`config.mk`:
```
export PLATFORM = sky130hd
export DESIGN_NAME = huff_emit_sequencer_flat
export DESIGN_NICKNAME = d
export VERILOG_FILES = /design/src/rtl/huff_emit_sequencer_pkg.sv /design/src/rtl/huff_emit_sequencer_if.sv /design/src/rtl/huff_emit_sequencer.sv /design/src/flat_wrapper.sv
export SDC_FILE = /design/constraint.sdc
export NUM_CORES = 1
export LEC_CHECK = 0
export BUFFER_PORTS_ARGS = -buffer_cell sky130_fd_sc_hd__clkbuf_2
export CORE_ASPECT_RATIO = 0.7
export CORE_UTILIZATION = 44
export DETAILED_ROUTE_END_ITERATION = 10
export PLACE_DENSITY = 0.76
export SETUP_SLACK_MARGIN = 0.15
export SLEW_MARGIN = 30
export SYNTH_ARGS = -nofsm -noshare
export SYNTH_HDL_FRONTEND = slang
export SYNTH_SLANG_ARGS = --single-unit
```
`constraint.sdc`:
```
create_clock -name clk -period 3.5 [get_ports clk]
set_clock_uncertainty 0.1 [all_clocks]
set_input_delay 0.175 -clock clk [delete_from_list [all_inputs] [get_ports clk]]
set_output_delay 0.175 -clock clk [all_outputs]
set_load 0.02 [all_outputs]
```
`src/rtl/huff_emit_sequencer_pkg.sv`:
```
// Shared types and constants for the Huffman emit sequencer:
// FSM state enum, held-token struct and field widths.
package huff_pkg;

  localparam int HCODE_W   = 16;
  localparam int AMP_W     = 11;
  localparam int BYTE_BITS = 8;

  typedef enum logic [2:0] {
    IDLE,
    HUFF,
    AMP,
    PAD,
    FLUSH,
    DONE
  } state_e;

  typedef struct packed {
    logic [HCODE_W-1:0] hcode;
    logic [4:0]         hlen;
    logic [AMP_W-1:0]   amp;
    logic [3:0]         asize;
    logic               eoi;
  } tok_t;

endpackage

```
`src/rtl/huff_emit_sequencer_if.sv`:
```
// Token input and code_shifter output bus of the Huffman emit sequencer.
// Token handshake: a token transfers on a clk edge where tok_valid && tok_ready;
// the producer holds its fields stable while tok_valid is high and not yet accepted.
// Shifter side: a beat is consumed on every edge with sh_ena=1, which is only
// ever asserted together with sh_rdy; sh_flush is a level held until sh_rdy.
interface huff_emit_sequencer_if #(
  parameter int WIDTH   = 32,
  parameter int HCODE_W = 16,
  parameter int AMP_W   = 11
);
  localparam int SZ_W = $clog2(WIDTH) + 1;

  logic               tok_valid;
  logic               tok_ready;
  logic [HCODE_W-1:0] tok_hcode;
  logic [4:0]         tok_hlen;
  logic [AMP_W-1:0]   tok_amp;
  logic [3:0]         tok_asize;
  logic               tok_eoi;
  logic               sh_rdy;
  logic               sh_ena;
  logic [WIDTH-1:0]   sh_code;
  logic [SZ_W-1:0]    sh_size;
  logic               sh_flush;
  logic               done;

  modport master (
    output tok_valid, tok_hcode, tok_hlen, tok_amp, tok_asize, tok_eoi, sh_rdy,
    input  tok_ready, sh_ena, sh_code, sh_size, sh_flush, done
  );

  modport slave (
    input  tok_valid, tok_hcode, tok_hlen, tok_amp, tok_asize, tok_eoi, sh_rdy,
    output tok_ready, sh_ena, sh_code, sh_size, sh_flush, done
  );

endinterface

```
`src/rtl/huff_emit_sequencer.sv`:
```
// Splits Huffman code + amplitude tokens into size-qualified code_shifter beats,
// byte-pads with 1s and flushes at end of image. Define HUFF_AMP_MERGE_EN to fuse code+amplitude into one beat.
module huff_emit_sequencer #(
  parameter int WIDTH   = 32,
  parameter int HCODE_W = 16,
  parameter int AMP_W   = 11
) (
  input  logic                  clk,
  input  logic                  rst,
  huff_emit_sequencer_if.slave  bus,
  output huff_pkg::state_e      dbg_state,
  output logic [2:0]            dbg_bitpos,
  output huff_pkg::tok_t        dbg_tok
);
  import huff_pkg::*;

  localparam int SZ_W = $clog2(WIDTH) + 1;

  state_e            state;
  state_e            next_state;
  tok_t              tok;
  logic [2:0]        bitpos;
  logic              tok_ready_q;
  logic              flush_q;
  logic              done_q;
  logic              accept;
  logic              emitting;
  logic              sh_ena;
  logic [WIDTH-1:0]  code;
  logic [SZ_W-1:0]   size;

  assign accept = bus.tok_valid && tok_ready_q;

  always_comb begin
    code       = '0;
    size       = '0;
    emitting   = 1'b0;
    next_state = state;
    case (state)
      HUFF: begin
        emitting = 1'b1;
`ifdef HUFF_AMP_MERGE_EN
        if (tok.asize != 4'd0) begin
          code = (WIDTH'(tok.hcode) << tok.asize) | WIDTH'(tok.amp);
          size = SZ_W'(tok.hlen) + SZ_W'(tok.asize);
        end else begin
          code = WIDTH'(tok.hcode);
          size = SZ_W'(tok.hlen);
        end
`else
        code = WIDTH'(tok.hcode);
        size = SZ_W'(tok.hlen);
`endif
      end
      AMP: begin
        emitting = 1'b1;
        code     = WIDTH'(tok.amp);
        size     = SZ_W'(tok.asize);
      end
      PAD: begin
        // Top up the current byte with 1s; an aligned stream needs no beat.
        if (bitpos != 3'd0) begin
          emitting = 1'b1;
          code     = WIDTH'(8'hFF >> bitpos);
          size     = SZ_W'(BYTE_BITS - int'(bitpos));
        end
      end
      default: ;
    endcase

    // The shifter counts a beat on ena alone, so ena must be gated by rdy.
    sh_ena = emitting && bus.sh_rdy;

    case (state)
      IDLE: begin
        if (accept) begin
          if (bus.tok_eoi)                next_state = PAD;
          else if (bus.tok_hlen != 5'd0)  next_state = HUFF;
          else if (bus.tok_asize != 4'd0) next_state = AMP;
          else                            next_state = IDLE;
        end
      end
      HUFF: begin
        if (sh_ena) begin
`ifdef HUFF_AMP_MERGE_EN
          next_state = IDLE;
`else
          next_state = (tok.asize != 4'd0) ? AMP : IDLE;
`endif
        end
      end
      AMP:     if (sh_ena) next_state = IDLE;
      PAD:     if (bitpos == 3'd0 || sh_ena) next_state = FLUSH;
      FLUSH:   if (bus.sh_rdy) next_state = DONE;
      DONE:    next_state = IDLE;
      default: next_state = IDLE;
    endcase
  end

  always_ff @(posedge clk) begin
    if (rst) begin
      state       <= IDLE;
      tok         <= '0;
      bitpos      <= 3'd0;
      tok_ready_q <= 1'b0;
      flush_q     <= 1'b0;
      done_q      <= 1'b0;
    end else begin
      state       <= next_state;
      tok_ready_q <= (next_state == IDLE);
      flush_q     <= (next_state == FLUSH);
      done_q      <= (next_state == DONE);
      if (accept) begin
        tok.hcode <= bus.tok_hcode[HCODE_W-1:0];
        tok.hlen  <= bus.tok_hlen;
        tok.amp   <= bus.tok_amp[AMP_W-1:0];
        tok.asize <= bus.tok_asize;
        tok.eoi   <= bus.tok_eoi;
      end
      if (sh_ena)
        bitpos <= bitpos + size[2:0];
      else if (state == DONE)
        bitpos <= 3'd0;
    end
  end

  assign bus.tok_ready = tok_ready_q;
  assign bus.sh_ena    = sh_ena;
  assign bus.sh_code   = code;
  assign bus.sh_size   = size;
  assign bus.sh_flush  = flush_q;
  assign bus.done      = done_q;

  assign dbg_state  = state;
  assign dbg_bitpos = bitpos;
  assign dbg_tok    = tok;

endmodule

```
`src/flat_wrapper.sv`:
```
// flat-port wrapper written by rule: the top's interface ports become plain ports
module huff_emit_sequencer_flat import huff_pkg::*;
#(
  parameter int WIDTH   = 32,
  parameter int HCODE_W = 16,
  parameter int AMP_W   = 11
)
  (clk, rst, dbg_state, dbg_bitpos, dbg_tok, bus_tok_valid, bus_tok_hcode, bus_tok_hlen, bus_tok_amp, bus_tok_asize, bus_tok_eoi, bus_sh_rdy, bus_tok_ready, bus_sh_ena, bus_sh_code, bus_sh_size, bus_sh_flush, bus_done);
  huff_emit_sequencer_if #(.WIDTH(WIDTH), .HCODE_W(HCODE_W), .AMP_W(AMP_W)) bus_i ();
  input  logic clk;
  input  logic rst;
  output huff_pkg::state_e dbg_state;
  output logic [2:0] dbg_bitpos;
  output huff_pkg::tok_t dbg_tok;
  input wire logic [$bits(bus_i.tok_valid)-1:0] bus_tok_valid;
  input wire logic [$bits(bus_i.tok_hcode)-1:0] bus_tok_hcode;
  input wire logic [$bits(bus_i.tok_hlen)-1:0] bus_tok_hlen;
  input wire logic [$bits(bus_i.tok_amp)-1:0] bus_tok_amp;
  input wire logic [$bits(bus_i.tok_asize)-1:0] bus_tok_asize;
  input wire logic [$bits(bus_i.tok_eoi)-1:0] bus_tok_eoi;
  input wire logic [$bits(bus_i.sh_rdy)-1:0] bus_sh_rdy;
  output wire logic [$bits(bus_i.tok_ready)-1:0] bus_tok_ready;
  output wire logic [$bits(bus_i.sh_ena)-1:0] bus_sh_ena;
  output wire logic [$bits(bus_i.sh_code)-1:0] bus_sh_code;
  output wire logic [$bits(bus_i.sh_size)-1:0] bus_sh_size;
  output wire logic [$bits(bus_i.sh_flush)-1:0] bus_sh_flush;
  output wire logic [$bits(bus_i.done)-1:0] bus_done;
  assign bus_i.tok_valid = bus_tok_valid;
  assign bus_i.tok_hcode = bus_tok_hcode;
  assign bus_i.tok_hlen = bus_tok_hlen;
  assign bus_i.tok_amp = bus_tok_amp;
  assign bus_i.tok_asize = bus_tok_asize;
  assign bus_i.tok_eoi = bus_tok_eoi;
  assign bus_i.sh_rdy = bus_sh_rdy;
  assign bus_tok_ready = bus_i.tok_ready;
  assign bus_sh_ena = bus_i.sh_ena;
  assign bus_sh_code = bus_i.sh_code;
  assign bus_sh_size = bus_i.sh_size;
  assign bus_sh_flush = bus_i.sh_flush;
  assign bus_done = bus_i.done;
  huff_emit_sequencer #(.WIDTH(WIDTH), .HCODE_W(HCODE_W), .AMP_W(AMP_W)) u_core (.clk(clk), .rst(rst), .bus(bus_i), .dbg_state(dbg_state), .dbg_bitpos(dbg_bitpos), .dbg_tok(dbg_tok));
endmodule
```
==> results.toml <==
[outcome]
outcome = "completed"

[global_routing]
grtUsageMet3_pct = 9.707
grt_pass1_wl_mm = 10.58
grt_use_total_pct = 25.34
met2_usage_pct = 38.66
overflow = 0
met1_usage_pct = 34.08
grt_max_degree = 45
antenna_found_initial = 0
grt_pass1_vias = 2126
grt.busiest_layer = "met2"

[sta]
finalHoldViolCount = 0
max_slew_margin_pct = 40.74
fin_crit_sh_pct = 89.89
slew_violations = 0
finalSetupTns_ps = 0
timing.final.ws_setup_ps = 353.8
rsz0062_at_grt = "no"
setup_viol = 0
worst_pin_slew_ps = 888.9
fmax_mhz = 317.8
holdWs_ps = 5.790
layout_min_cycle_time_ps = 3146

[critical_path]
crit_arrival_ps = 3250
worst_setup_path_start_kind = "flop"
max_stage_delay_ps = 560
r2r_cells = 11
cp_common_cell = "inv_1"
cp_cell_sequence = "or2b_1, nor2_1, a222oi_1, inv_1, ha_1, inv_1, fa_1, or3b_1, o32a_1, a211o_1, a31oi_1"
critPathKind = "flop to flop"
cp-startpoint = "u_core.dbg_state[0]"
slowest_stage = "dfxtp_1"
r2r-start = "u_core.dbg_state[0]"
regToRegSetupSlack_ps = 350
worst-path-max-fanout = 13
endpoint = "u_core.dbg_bitpos[2]"
required_ps = 3600
endpoint_kind = "flop"
r2r_end = "u_core.dbg_bitpos[2]"

[floorplanning]
die_area_um2 = 5475
core-area_um2 = 4887
die_h_um = 62.21
rows = 21
initial_core_util_pct = 46.62
io_pins = 126
die_x_um = 88.01

[final_layout]
syn2layout_area_growth_pct = 36.63
fin_nets = 462
drive_above_1_share_pct = 31.01
fillCellCount = 434
multi_input_area_um2 = 1174
seqCellArea_um2 = 923.4
diodes = 0

[hold_path]
worstHoldPathType = "input port to flop"
worstHoldStart = "bus_tok_hcode[2]"

[yosys]
synth-adder-area-share_pct = 3.624
synth_mux_area_share_pct = 0.4942
synth_top_family_by_area = "simple AND/OR/NAND/NOR gates"
ys_dominant_reg_cell = "dfxtp_1"
synthSimpleGateAreaFrac_pct = 24.38
synth_edf_count = 0
syn_inst = 293
synthDistinctLibCells = 46
synth_compound_area_share_pct = 19.99
synth.avg_cell_area_um2 = 7.776
synth_area_um2 = 2278
ys_ff_latch = 46
synth_warnings = 0
synth_xor_area_share_pct = 0
ys_seq_area_share_pct = 40.42
async_flop_share_pct = 0

[placed_design]
dp_slack_ps = 241.4
hpwlAfterDp_mm = 4.927
gp_congestion = 0.8263
port_buffers = 108

[detailed_routing]
vias = 2402
dr.pass1.iters = 4
drc = 0
wl_per_cell_um = 14.21
wirelength_mm = 6.890
ant_nets = 0
vias_per_cell = 4.953
drtIter0Drc = 151

[clock_network]
cts_tree = "yes"
insertion_delay_ps = 300
cts_htree_levels = 2
root_buffer = "clkbuf_8"
path_clk_slew_ps = 90
cts_sinks = 46
cts-buffers-inserted = 5
postCtsSetupBuffers = 0
clock_path_buffers = 2

[power]
p_per_area_nw_per_um2 = 382.3
p_leak_nw = 1.491
peakVddDrop_v = 0.0002192

[job]
cap_violations = 0
[layout make-up]
class                   instances  share of cell area, %
flip-flops and latches         46                  29.66
inverters                      13                  1.568
clock inverters                 1                 0.2814
repair buffers                133                  24.92
clock buffers                   7                  3.095
multi-input cells             216                  37.70
well taps                      69                  2.773
[power by group]
part / switching, mW / total (mW) / internal (mW)
logic: 0.159 / 0.249 / 0.0903
registers: 0.0276 / 0.580 / 0.552
clock network: 0.180 / 0.361 / 0.181
total: 0.366 / 1.19 / 0.823
[worst min path at each step]
| stage | to | cells after the start |
|---|---|---|
| after floorplan | u_core.dbg_tok[0] | 2 |
| after global placement | u_core.dbg_tok[32] | 3 |
| after detailed placement | u_core.dbg_tok[30] | 3 |
| after CTS | u_core.dbg_tok[22] | 3 |
| after global routing | u_core.dbg_tok[11] | 3 |
| final | u_core.dbg_tok[23] | 3 |
[cells in the final DEF, fill, tap and decap left out, types with 2 or more instances in the layout]
cell and instances:
a221o_1 3, clkbuf_8 7, nor2b_1 4, nor2_1 10, dlygate4sd3_1 19, conb_1 17, nand3b_1 2, or4_1 3
a22oi_1 2, a21oi_1 39, a21o_1 2, inv_1 13, nand2_1 82, dfxtp_1 44, dfxtp_2 2, a22o_1 5
and2_1 8, clkbuf_2 108, buf_4 6, nor3_1 2, ha_1 4, a31oi_1 2, a222oi_1 4, a211o_1 3
[Yosys cell counts (all sizes together) (2+ instances only)]
cell type,number,area share (%)
or4,3,0.99
and2,8,2.2
a21o,2,0.66
clkbuf,13,2.1
nor3,2,0.44
nor2,11,1.8
a22oi,2,0.66
inv,13,2.1
a221o,3,1.3
nand3b,2,0.66
a31oi,2,0.55
a21oi,39,8.6
ha,5,2.7
a211o,3,1.2
nand2,82,14
a22o,5,1.9
dfxtp,46,40
buf,21,6.6
a222oi,4,1.8
nor2b,4,1.1
[critical path: cells and delay by family (launching register included)]
kind / cells / cell delay [ps]
simple gates: 3 / 850
fa+ha+maj: 2 / 540
compound gates: 4 / 870
flops: 1 / 560
buf+inv: 2 / 140
[state kept, by name (all words and copies together) (netlist names)]
signal	flops
u_core.dbg_state	3
u_core.bus.sh_flush	1
u_core.bus.done	1
u_core.dbg_bitpos	3
u_core.dbg_tok	37
u_core.bus.tok_ready	1
[logic make-up after synthesis]
logic type,after synthesis
adder cells (fa/ha/maj),6
buffers and inverters,47
AND/OR/NAND/NOR,123
AO/OA/AOI/OAI,69
flip-flops,46
multiplexers,1
other,1
[metal layers]
| metal | routed length [um] | vias to the layer above |
|---|---|---|
| li1 | - | 1204 |
| met2 | 3104 | 101 |
| met1 | 3095 | 1093 |
| met5 | 0 | - |
| met4 | 39 | 0 |
| met3 | 651 | 4 |
[per-stage QoR]
stage	cells	util [%]	cell area [um2]	total power, mW
final	485	63.70	3113	1.190
after global routing	485	63.70	3113	1.253
after CTS	483	63.13	3085	1.192
after detailed placement	458	57.50	2810	0.8213
after global placement	458	57.50	2810	0.8191
after floorplan	309	-	2338	0.7480
[timing repair]
item                       CTS  global route
hold buffers                17             2
hold endpoints to repair    17             2
resized for setup            0             4
setup endpoints to repair    0             1
(Power assumes the default switching activity.)
